`src/rtl/vae_reparam_sampler.sv`:
```
// VAE reparameterisation sampler: z = mu + sigma*eps in signed fixed point,
// requesting one noise sample per latent element and streaming z downstream.
module vae_reparam_sampler #(
    parameter int unsigned DATA_W     = 16,
    parameter int unsigned FRAC_BITS  = 12,
    parameter int unsigned LATENT_DIM = 8
) (
    input  logic              clk,
    input  logic              rst,
    input  logic              in_valid,
    output logic              in_ready,
    input  logic [DATA_W-1:0] mu_in,
    input  logic [DATA_W-1:0] sigma_in,
    input  logic              eval_mode,
    output logic              gauss_en,
    input  logic [DATA_W-1:0] eps_in,
    output logic              out_valid,
    input  logic              out_ready,
    output logic [DATA_W-1:0] z_out,
    output logic              out_last
);

    localparam int unsigned PROD_W = 2 * DATA_W;
    localparam int unsigned SUM_W  = PROD_W + 1;
    localparam int unsigned IDX_W  = (LATENT_DIM > 1) ? $clog2(LATENT_DIM) : 1;

    localparam logic signed [SUM_W-1:0] Z_MAX = {{(SUM_W-DATA_W+1){1'b0}}, {(DATA_W-1){1'b1}}};
    localparam logic signed [SUM_W-1:0] Z_MIN = {{(SUM_W-DATA_W+1){1'b1}}, {(DATA_W-1){1'b0}}};
    localparam logic [IDX_W-1:0]        LAST_IDX = IDX_W'(LATENT_DIM - 1);

    typedef enum logic [2:0] {
        IDLE,
        REQ,
        CAPT,
        MUL,
        OUT
    } state_e;

    state_e                   state_q, state_d;
    logic signed [DATA_W-1:0] mu_q, mu_d;
    logic signed [DATA_W-1:0] sigma_q, sigma_d;
    logic signed [DATA_W-1:0] eps_q, eps_d;
    logic signed [DATA_W-1:0] z_q, z_d;
    logic signed [PROD_W-1:0] prod_q, prod_d;
    logic [IDX_W-1:0]         idx_q, idx_d;
    logic                     eval_q, eval_d;
    logic                     in_ready_q, in_ready_d;
    logic                     gauss_q, gauss_d;
    logic                     valid_q, valid_d;
    logic                     last_q, last_d;

    logic signed [PROD_W-1:0] shifted;
    logic signed [SUM_W-1:0]  sum;
    logic signed [DATA_W-1:0] z_sat;

    // Floor-scaled product plus mu, saturated back to DATA_W
    always_comb begin
        shifted = prod_q >>> FRAC_BITS;
        sum     = SUM_W'(shifted) + SUM_W'(mu_q);
        if (sum > Z_MAX) begin
            z_sat = DATA_W'(Z_MAX);
        end else if (sum < Z_MIN) begin
            z_sat = DATA_W'(Z_MIN);
        end else begin
            z_sat = DATA_W'(sum);
        end
    end

    always_comb begin
        state_d    = state_q;
        mu_d       = mu_q;
        sigma_d    = sigma_q;
        eps_d      = eps_q;
        prod_d     = prod_q;
        eval_d     = eval_q;
        idx_d      = idx_q;
        z_d        = z_q;
        last_d     = last_q;
        in_ready_d = 1'b0;
        gauss_d    = 1'b0;
        valid_d    = 1'b0;

        case (state_q)
            IDLE: begin
                if (in_valid && in_ready_q) begin
                    mu_d    = mu_in;
                    sigma_d = sigma_in[DATA_W-1] ? '0 : sigma_in;
                    eval_d  = eval_mode;
                    gauss_d = ~eval_mode;
                    state_d = REQ;
                end else begin
                    in_ready_d = 1'b1;
                end
            end
            REQ: begin
                state_d = CAPT;
            end
            CAPT: begin
                eps_d   = eval_q ? '0 : eps_in;
                state_d = MUL;
            end
            MUL: begin
                prod_d  = PROD_W'(sigma_q) * PROD_W'(eps_q);
                state_d = OUT;
            end
            OUT: begin
                // First OUT cycle loads the result register; then hold until taken
                if (!valid_q) begin
                    z_d     = z_sat;
                    last_d  = (idx_q == LAST_IDX);
                    valid_d = 1'b1;
                end else if (out_ready) begin
                    idx_d      = (idx_q == LAST_IDX) ? '0 : idx_q + IDX_W'(1);
                    in_ready_d = 1'b1;
                    state_d    = IDLE;
                end else begin
                    valid_d = 1'b1;
                end
            end
            default: begin
                state_d = IDLE;
            end
        endcase
    end

    always_ff @(posedge clk or negedge rst) begin
        if (!rst) begin
            state_q    <= IDLE;
            mu_q       <= '0;
            sigma_q    <= '0;
            eps_q      <= '0;
            prod_q     <= '0;
            eval_q     <= 1'b0;
            idx_q      <= '0;
            z_q        <= '0;
            last_q     <= 1'b0;
            in_ready_q <= 1'b0;
            gauss_q    <= 1'b0;
            valid_q    <= 1'b0;
        end else begin
            state_q    <= state_d;
            mu_q       <= mu_d;
            sigma_q    <= sigma_d;
            eps_q      <= eps_d;
            prod_q     <= prod_d;
            eval_q     <= eval_d;
            idx_q      <= idx_d;
            z_q        <= z_d;
            last_q     <= last_d;
            in_ready_q <= in_ready_d;
            gauss_q    <= gauss_d;
            valid_q    <= valid_d;
        end
    end

    assign in_ready  = in_ready_q;
    assign gauss_en  = gauss_q;
    assign out_valid = valid_q;
    assign z_out     = z_q;
    assign out_last  = last_q;

endmodule

```
`config.mk`:
```
export PLATFORM = sky130hd
export DESIGN_NAME = vae_reparam_sampler
export DESIGN_NICKNAME = d
export VERILOG_FILES = /design/src/rtl/vae_reparam_sampler.sv
export SDC_FILE = /design/constraint.sdc
export NUM_CORES = 1
export LEC_CHECK = 0
export CAP_MARGIN = 20
export CORE_MARGIN = 2
export CORE_UTILIZATION = 46
export CTS_CLUSTER_SIZE = 25
export DETAILED_ROUTE_END_ITERATION = 8
export HOLD_SLACK_MARGIN = 0.05
export SYNTH_ARGS = -nofsm -noshare
export SYNTH_HDL_FRONTEND = slang
export SYNTH_SLANG_ARGS = --single-unit
```
`constraint.sdc`:
```
create_clock -name clk -period 9.14 [get_ports clk]
set_input_delay 1.371 -clock clk [delete_from_list [all_inputs] [get_ports clk]]
set_output_delay 1.371 -clock clk [all_outputs]
set_load 0.05 [all_outputs]
```
==> reports/qor.yml, run 1 <==
status:
  status: "completed"
placed_design:
  gp_congestion: 0.877
  dp_hpwl_um: 24200
  dp_cells: 1766
  io_buffers: 72
route:
  drtIter0Drc: 424
  firstDrtPassIters: 5
  vias_per_cell: 5.32
  num_vias: 9475
  wirelength_um: 30800
  wl_per_cell_um: 17.3
  remaining_drc_errors: 0
  ant_nets: 0
timing:
  rsz0062_at_grt: "false"
  relSlewSlack_pct: 38.8
  setup_tns_ns: 0
  finalHoldViolCount: 0
  fin_crit_sh_pct: 72.8
  finalCriticalPeriod_ns: 6.65
  fmax_mhz: 150
  setup_viol: 0
  fin_skew_ns: 0.0111
  maxSlewViolCount: 0
  worstMarginPinSlew_ns: 0.894
setup_path:
  arrival_ns: 6.88
  ff2ff_path_depth: 19
  crit_fanout: 17
  rr_startpoint: "sigma_q[11]"
  critPathCaptureType: "flip-flop"
  reg2reg_setup_slack_ns: 2.49
  worstPathRequired_ns: 9.37
  reg2reg_to: "prod_q[29]"
  setup.worst_path.start_class: "flip-flop"
  critPathKind: "flip-flop to flip-flop"
flow_run:
  max_cap_violations: 0
clocking:
  clk_pin_slew_worst_paths_ns: 0.08
  post-cts-setup-buffer-count: 0
  ctsResizeCount: 0
  cts_sinks: 94
  htree_levels: 3
  root_buffer: "clkbuf_16"
  clock_latency_ns: 0.37
  clk_path_buf_depth: 2
  cts_buffers: 9
  cts.hold.buffers_added: 0
  cts_tree: "done"
min_path:
  hold_depth: 2
  min_path_type: "flip-flop to flip-flop"
  worstHoldStart: "prod_q[27]"
  hold_end: "prod_q[27]"
die:
  die-area_sq_um: 29000
  io_pins: 73
  initial_core_util_pct: 47.0
  placementRows: 60
  die_height_um: 170
  die_x_um: 170
  core_area_sq_um: 27000
synth:
  synthCells: 1404
  async_flop_share_pct: 100
  synth_edf_count: 0
  syn_nets: 1777
  seq_area_frac_synth_pct: 18.5
  avgSynthCellArea_sq_um: 9.04
  ys.flop_type: "dfrtp_1"
  synth.distinct_cells: 58
  syn_area_sq_um: 12700
  synth-seq-cells: 94
  yosys_warnings: 0
cells_and_area:
  seqCellArea_sq_um: 2350
  post-route-util_pct: 51.7
  diodes: 0
  synthToLayoutAreaGrowth_pct: 10.0
  fillers: 2624
  drive_gt1_share_pct: 2.78
  multiInputGateArea_sq_um: 9250
  final_cells: 1782
  final_nets: 1809
grt:
  grt_pass1_wl_um: 51900
  grt_pass1_vias: 9959
  track_usage_pct: 23.1
  grt_max_degree: 50
  grt_overflow: 0
  antenna_found_initial: 1
[worst max path at each step]
stage	from	endpoint	slack (ns)	cells past startpoint
after global placement	sigma_q[8]	prod_q[29]	2.55	20
after floorplan	sigma_q[11]	prod_q[29]	3.00	20
after global routing	sigma_q[10]	prod_q[30]	2.19	19
after detailed placement	sigma_q[8]	prod_q[29]	2.50	20
final	sigma_q[11]	prod_q[29]	2.49	19
after CTS	sigma_q[8]	prod_q[29]	2.49	20
[flip-flops by register name, indices dropped and copies added (netlist names), 3 cells and up]
register,cells
state_q,3
mu_q,16
z_out,16
prod_q,20
idx_q,3
sigma_q,15
eps_q,16
[critical path: stages (launching register included)]
cell,delay [ns]
dfrtp_1,0.78
nand2_1,0.18
fa_1,0.54
fa_1,0.51
fa_1,0.54
inv_1,0.06
fa_1,0.48
fa_1,0.49
inv_1,0.05
fa_1,0.52
inv_1,0.04
ha_1,0.35
a21o_1,0.18
a21oi_1,0.18
o22ai_1,0.18
or4_4,0.61
and4_4,0.21
or4_1,0.47
nand2_1,0.08
o21ai_1,0.05
[layout make-up]
class	count	share of cell area, %
multi-input combinational	1019	66.2
sequential	94	16.8
inverter	235	6.31
timing repair buffer	77	5.41
tap	341	3.05
clock buffer	9	1.61
clock inverter	7	0.537
[placed cells by master, fill, tap and decap left out, types with 6 or more instances in the layout]
cell type	Yosys	final
nand3b_1	17	17
and3_1	7	7
inv_1	235	235
nand2_1	254	254
o21ai_0	42	42
a221o_1	15	15
nand3_1	9	8
a211o_1	6	6
a21oi_1	30	30
nand2b_1	26	26
xnor2_1	17	17
buf_4	0	6
a211oi_1	7	7
xor2_1	11	11
ha_1	140	140
o21a_1	15	15
clkbuf_16	0	9
a21o_1	11	11
clkdlybuf4s50_1	0	71
fa_1	180	180
o31ai_1	6	6
and2_1	111	111
nor3_1	12	12
nor2b_1	10	10
nor2_1	26	26
a31oi_1	6	6
dfrtp_1	94	94
[stage by stage]
stage | hold slack [ns] | instance area, sq um | setup slack (ns)
after floorplan | 0.447 | 12700 | 3.00
after detailed placement | 0.472 | 13700 | 2.50
after global routing | 0.517 | 14000 | 2.19
after global placement | 0.468 | 13700 | 2.55
final | 0.492 | 14000 | 2.49
after CTS | 0.496 | 14000 | 2.49
[cells in the mapped netlist (7+ instances only)]
cell	instances	area share [%]
clkbuf_1	52	1.5
dfrtp_1	94	19
ha_1	140	14
and3_1	7	0.34
nor2_1	26	0.77
a21oi_1	30	1.2
nand2_1	254	7.5
nor3_1	12	0.47
a221o_1	15	1.2
o21ai_0	42	1.7
xnor2_1	17	1.2
nand2b_1	26	1.3
nand3_1	9	0.35
nand3b_1	17	1.0
inv_1	235	6.9
xor2_1	11	0.76
o21a_1	15	0.89
and2_1	111	5.5
a21o_1	11	0.65
fa_1	180	28
a211oi_1	7	0.41
nor2b_1	10	0.49
[metal layers]
metal	vias up	share of wire [%]	GRT usage, %	routed length [um]
met5	-	0	0	0
met1	4761	44	31.0	13500
met3	36	3.4	2.56	1040
met2	180	50	39.3	15500
li1	4498	-	-	-
met4	0	2.4	6.99	749
[kinds of logic (layout without fill, tap and decap cells)]
family	after synthesis	in the layout	synth area share, %
AO/OA/AOI/OAI	174	174	9.35
XOR/XNOR	28	28	1.93
adder cells (fa/ha/maj)	320	320	42.2
buffers and inverters	291	328	8.64
flip-flops	94	94	18.5
multiplexers	7	7	0.591
AND/OR/NAND/NOR	490	490	18.8
Power of run 1 is left out: the tool's default activity adds up to more than one toggle a clock period on the data nets, which glitch-free logic cannot reach.
==> run 2: changes to the inputs <==
==> constraint.sdc (replaced) <==
create_clock -name clk -period 6.8 [get_ports clk]
set_input_delay 1.02 -clock clk [delete_from_list [all_inputs] [get_ports clk]]
set_output_delay 1.02 -clock clk [all_outputs]
set_load 0.05 [all_outputs]
==> run 2 against run 1 <==
Compared with the run above: die area unchanged; core utilization up 0.43 points; cell count up 0.79%; non-clock buffer count up 14; flip-flop and latch count unchanged; setup slack worse by 2.2 ns; critical path depth up 1; via count up 0.18%.
==> reports/qor.yml, run 2 (same netlist as run 1, synthesis figures left out) <==
cells_and_area:
  synthToLayoutAreaGrowth_pct: 10.9
  layout_commonest_cell: "nand2_1"
  regMostFlops: "prod_q"
  final_cell_mix: "254 x nand2_1, 235 x inv_1, 180 x fa_1"
  drive_gt1_share_pct: 4.12
  largest_reg_flops: 20
  final_nets: 1823
  diodes: 0
  post-route-util_pct: 52.1
timing:
  worstMarginPinSlew_ns: 0.770
  relSlewSlack_pct: 48.5
  fin_skew_ns: 0.00983
  fin_ws_ns: 0.291
  finalCriticalPeriod_ns: 6.51
  fmax_mhz: 154
  fin_crit_sh_pct: 95.7
  rsz0062_at_grt: "false"
  finalHoldViolCount: 0
  maxSlewViolCount: 0
  setup_tns_ns: 0
  setup_viol: 0
  whs_ns: 0.488
status:
  status: "completed"
die:
  core_area_sq_um: 27000
  initial_core_util_pct: 47.0
  die_x_um: 170
  placementRows: 60
  io_pins: 73
  die_height_um: 170
  die-area_sq_um: 29000
setup_path:
  worstPathRequired_ns: 7.03
  crit_fanout: 17
  arrival_ns: 6.74
  reg2reg_to: "prod_q[29]"
  critPathKind: "flip-flop to flip-flop"
  reg2reg_setup_slack_ns: 0.29
  rr_startpoint: "sigma_q[3]"
  endpoint: "prod_q[29]"
  setup.worst_path.start_class: "flip-flop"
  critPathLaunch: "sigma_q[3]"
  ff2ff_path_depth: 20
  critPathCaptureType: "flip-flop"
clocking:
  clk_pin_slew_worst_paths_ns: 0.08
  cts.hold.buffers_added: 0
  cts_sinks: 94
  htree_levels: 3
  cts_buffers: 9
  clk_path_buf_depth: 2
  cts_tree: "done"
  clock_latency_ns: 0.37
  root_buffer: "clkbuf_16"
grt:
  grt_pass1_vias: 10100
  grt_pass1_wl_um: 51000
  antenna_found_initial: 0
  grt_overflow: 0
  track_usage_pct: 22.6
  grt_max_degree: 56
flow_run:
  max_cap_violations: 0
min_path:
  min_path_type: "flip-flop to flip-flop"
  hold_depth: 2
route:
  wirelength_um: 30400
  firstDrtPassIters: 5
  remaining_drc_errors: 0
  num_vias: 9492
  ant_nets: 0
  vias_per_cell: 5.29
  drtIter0Drc: 454
  wl_per_cell_um: 16.9
placed_design:
  place_ws_ns: 0.259
  gp_congestion: 0.871
  io_buffers: 72
  dp_hpwl_um: 24400
==> run 2: cell count changes in the layout (fill, tap and decap cells not counted), sizes merged <==
cell	delta
inv	+1
buf	+14
clkinvlp	-1
==> run 2: worst max-delay path: stages, from the launching register on <==
cell and delay, ns:
dfrtp_1 0.67, and2_1 0.32, fa_1 0.47, inv_1 0.05, fa_1 0.45, fa_1 0.50
inv_1 0.04, ha_1 0.31, fa_1 0.54, inv_1 0.05, fa_1 0.54, inv_1 0.04
ha_1 0.33, a21oi_1 0.30, a211o_1 0.18, o22ai_1 0.14, or4_4 0.61, and4_4 0.21
or4_1 0.47, nand2_1 0.08, o21ai_1 0.05
==> run 2: worst min path at each step <==
| stage | from | endpoint |
|---|---|---|
| global placement | prod_q[26] | prod_q[26] |
| global route | prod_q[15] | prod_q[15] |
| CTS | prod_q[12] | prod_q[12] |
| floorplan | prod_q[28] | prod_q[28] |
| finish | prod_q[15] | prod_q[15] |
| detailed placement | mu_q[12] | mu_q[12] |
==> run 2: routing by layer <==
layer | vias to the layer above | wire length, um | track usage, %
li1 | 4536 | - | -
met1 | 4752 | 13500 | 30.1
met2 | 161 | 15100 | 38.5
met3 | 43 | 904 | 2.09
met4 | 0 | 932 | 8.36
met5 | - | 0 | 0
==> run 2: what timing repair did <==
item                                    CTS  global route
setup buffers                             0             0
resized for setup                         0             7
endpoints found under the setup margin    0             2
==> run 2: layout make-up <==
class,count,area (sq um)
Timing Repair Buffer,91,861
Clock buffer,9,225
Tap cell,341,427
Fill cell,2541,12900
Sequential cell,94,2360
Inverter,235,882
Multi-Input combinational cell,1019,9250
Clock inverter,7,81.3
==> run 2: through the flow <==
stage | area (sq um) | cells
after floorplan | 12700 | 1404
after global placement | 13800 | 1780
after detailed placement | 13800 | 1780
after CTS | 14100 | 1796
after global routing | 14100 | 1796
final | 14100 | 1796
Power of run 2 is left out for the same reason.
==> RTL edit: new RTL, config.mk and constraints of run 2 <==
Change the parameter `LATENT_DIM` from 8 to 16.
--- a/src/rtl/vae_reparam_sampler.sv
+++ b/src/rtl/vae_reparam_sampler.sv
@@ -5,3 +5,3 @@
     parameter int unsigned FRAC_BITS  = 12,
-    parameter int unsigned LATENT_DIM = 8
+    parameter int unsigned LATENT_DIM = 16
 ) (
Function: same outputs for any inputs over 4 cycles, from zero or initial values and one cycle with rst low; that may be too few to reach the edited logic, so the function may still have changed.
==> RTL edit against run 2 <==
Critical path depth increased by 4. Sequential cell count up 1. Non-clock buffer count increased by 12. Sequential share of layout area grew 0.20 points. Setup slack better by 140 ps. Wire length grew 3.6%. Cell area about the same. Count of clock-buffer cells in the layout up 1. Die area shrank 0.69%. First-iteration DRC count grew 0.88%. Synthesized area decreased by 0.70%. Critical path type unchanged. Largest cell class unchanged. Highest routed layer unchanged.
Power is not shown: default switching activity piles up to over one toggle a cycle in this logic, so the estimate is an artifact.
==> RTL edit: results (changes against run 2) <==
Outcome - completed
XOR/XNOR share of the synthesized area - 0.0243 (+0.00500)
Die width - 170 um (-0.34%)
R2R cell count - 24 (+20%)
Worst Tran Pin Value - 836 ps (+66.6 ps)
Met2 wire length - 15.5 mm (+2.6%)
Total routed wirelength - 31.5 mm (+3.6%)
Largest net degree at the start of global routing - 49 (-13%)
Ys flop type - dfrtp_1
Placed cell area - 0.0138 mm2 (about the same)
M2 GR Usage - 0.399 (+0.0131)
Syn avg cell area - 8.97 um2 (-0.84%)
Drt wl/cell - 17.3 um (+2.5%)
Register area share after synthesis - 0.189 (+0.00329)
Yosys cell types - 57 (-1.7%)
Register area - 0.00239 mm2 (+1.3%)
Hold Crit Depth - 2 (unchanged)
Adder-Cell Fraction of Synth Area - 0.424 (+0.00198)
Fill cells - 2526 (-0.59%)
Layout cells sized above 1 - 0.0516 (+0.0103)
Synth area leaders - fa_1 (29%), dfrtp_1 (19%), ha_1 (14%)
Critical-path maximum fanout - 8 (-9)
CP startpoint - sigma_q[5]
Hold EP - z_out[8]
Detailed placer's ending HPWL - 25.0 mm (+2.5%)
Post-synthesis mux area share - 0.00179 (-0.00413)
Setup slack after layout - 432 ps (+140 ps)
Worst hold margin - 487 ps (-0.693 ps)
Vias - 9451 (-0.43%)
Wl on met1 - 14.2 mm (+5.8%)
Arrival time at the worst endpoint - 6610 ps (-130 ps)
Dpl cells - 1799 (+1.1%)
Vias in the first global route - 9983 (-0.89%)
Initial DRC count - 458 (+0.88%)
Total track usage - 0.232 (+0.00614)
Place WS - 258 ps (-0.791 ps)
Met3 GRT Util - 0.0210 (+0.0000586)
First-pass GRT wire length - 51.9 mm (+1.8%)
GP Congestion - 0.834 (-4.3%)
Clk_skew - 19.2 ps (+9.32 ps)
Final hold viol count - 0 (unchanged)
[RTL edit: area by class of cell]
type	count	share of cell area
clock buffer	10	0.0170
multi-input combinational	1026	0.649
clock inverter	6	0.00444
tap	341	0.0303
sequential	95	0.170
timing repair buffer	103	0.0675
inverter	234	0.0623
[RTL edit: worst max-delay path, cell delays in order, from the launching register on]
cell and delay [ps]:
dfrtp_1 600, buf_4 250, nand2_1 90, fa_1 500
inv_1 50, fa_1 500, inv_1 50, fa_1 530
inv_1 50, fa_1 380, fa_1 510, inv_1 50
fa_1 480, inv_1 40, ha_1 330, a222oi_1 240
nand2_1 80, a41oi_1 260, a2111oi_2 110, buf_4 170
a211o_2 380, a31oi_4 260, o21bai_4 80, nor4_2 160
o41ai_2 100
[RTL edit: timing repair]
item | in CTS | in global routing
endpoints found under the hold margin | 0 | 0
gates resized for setup | 0 | 11
endpoints found under the setup margin | 0 | 7
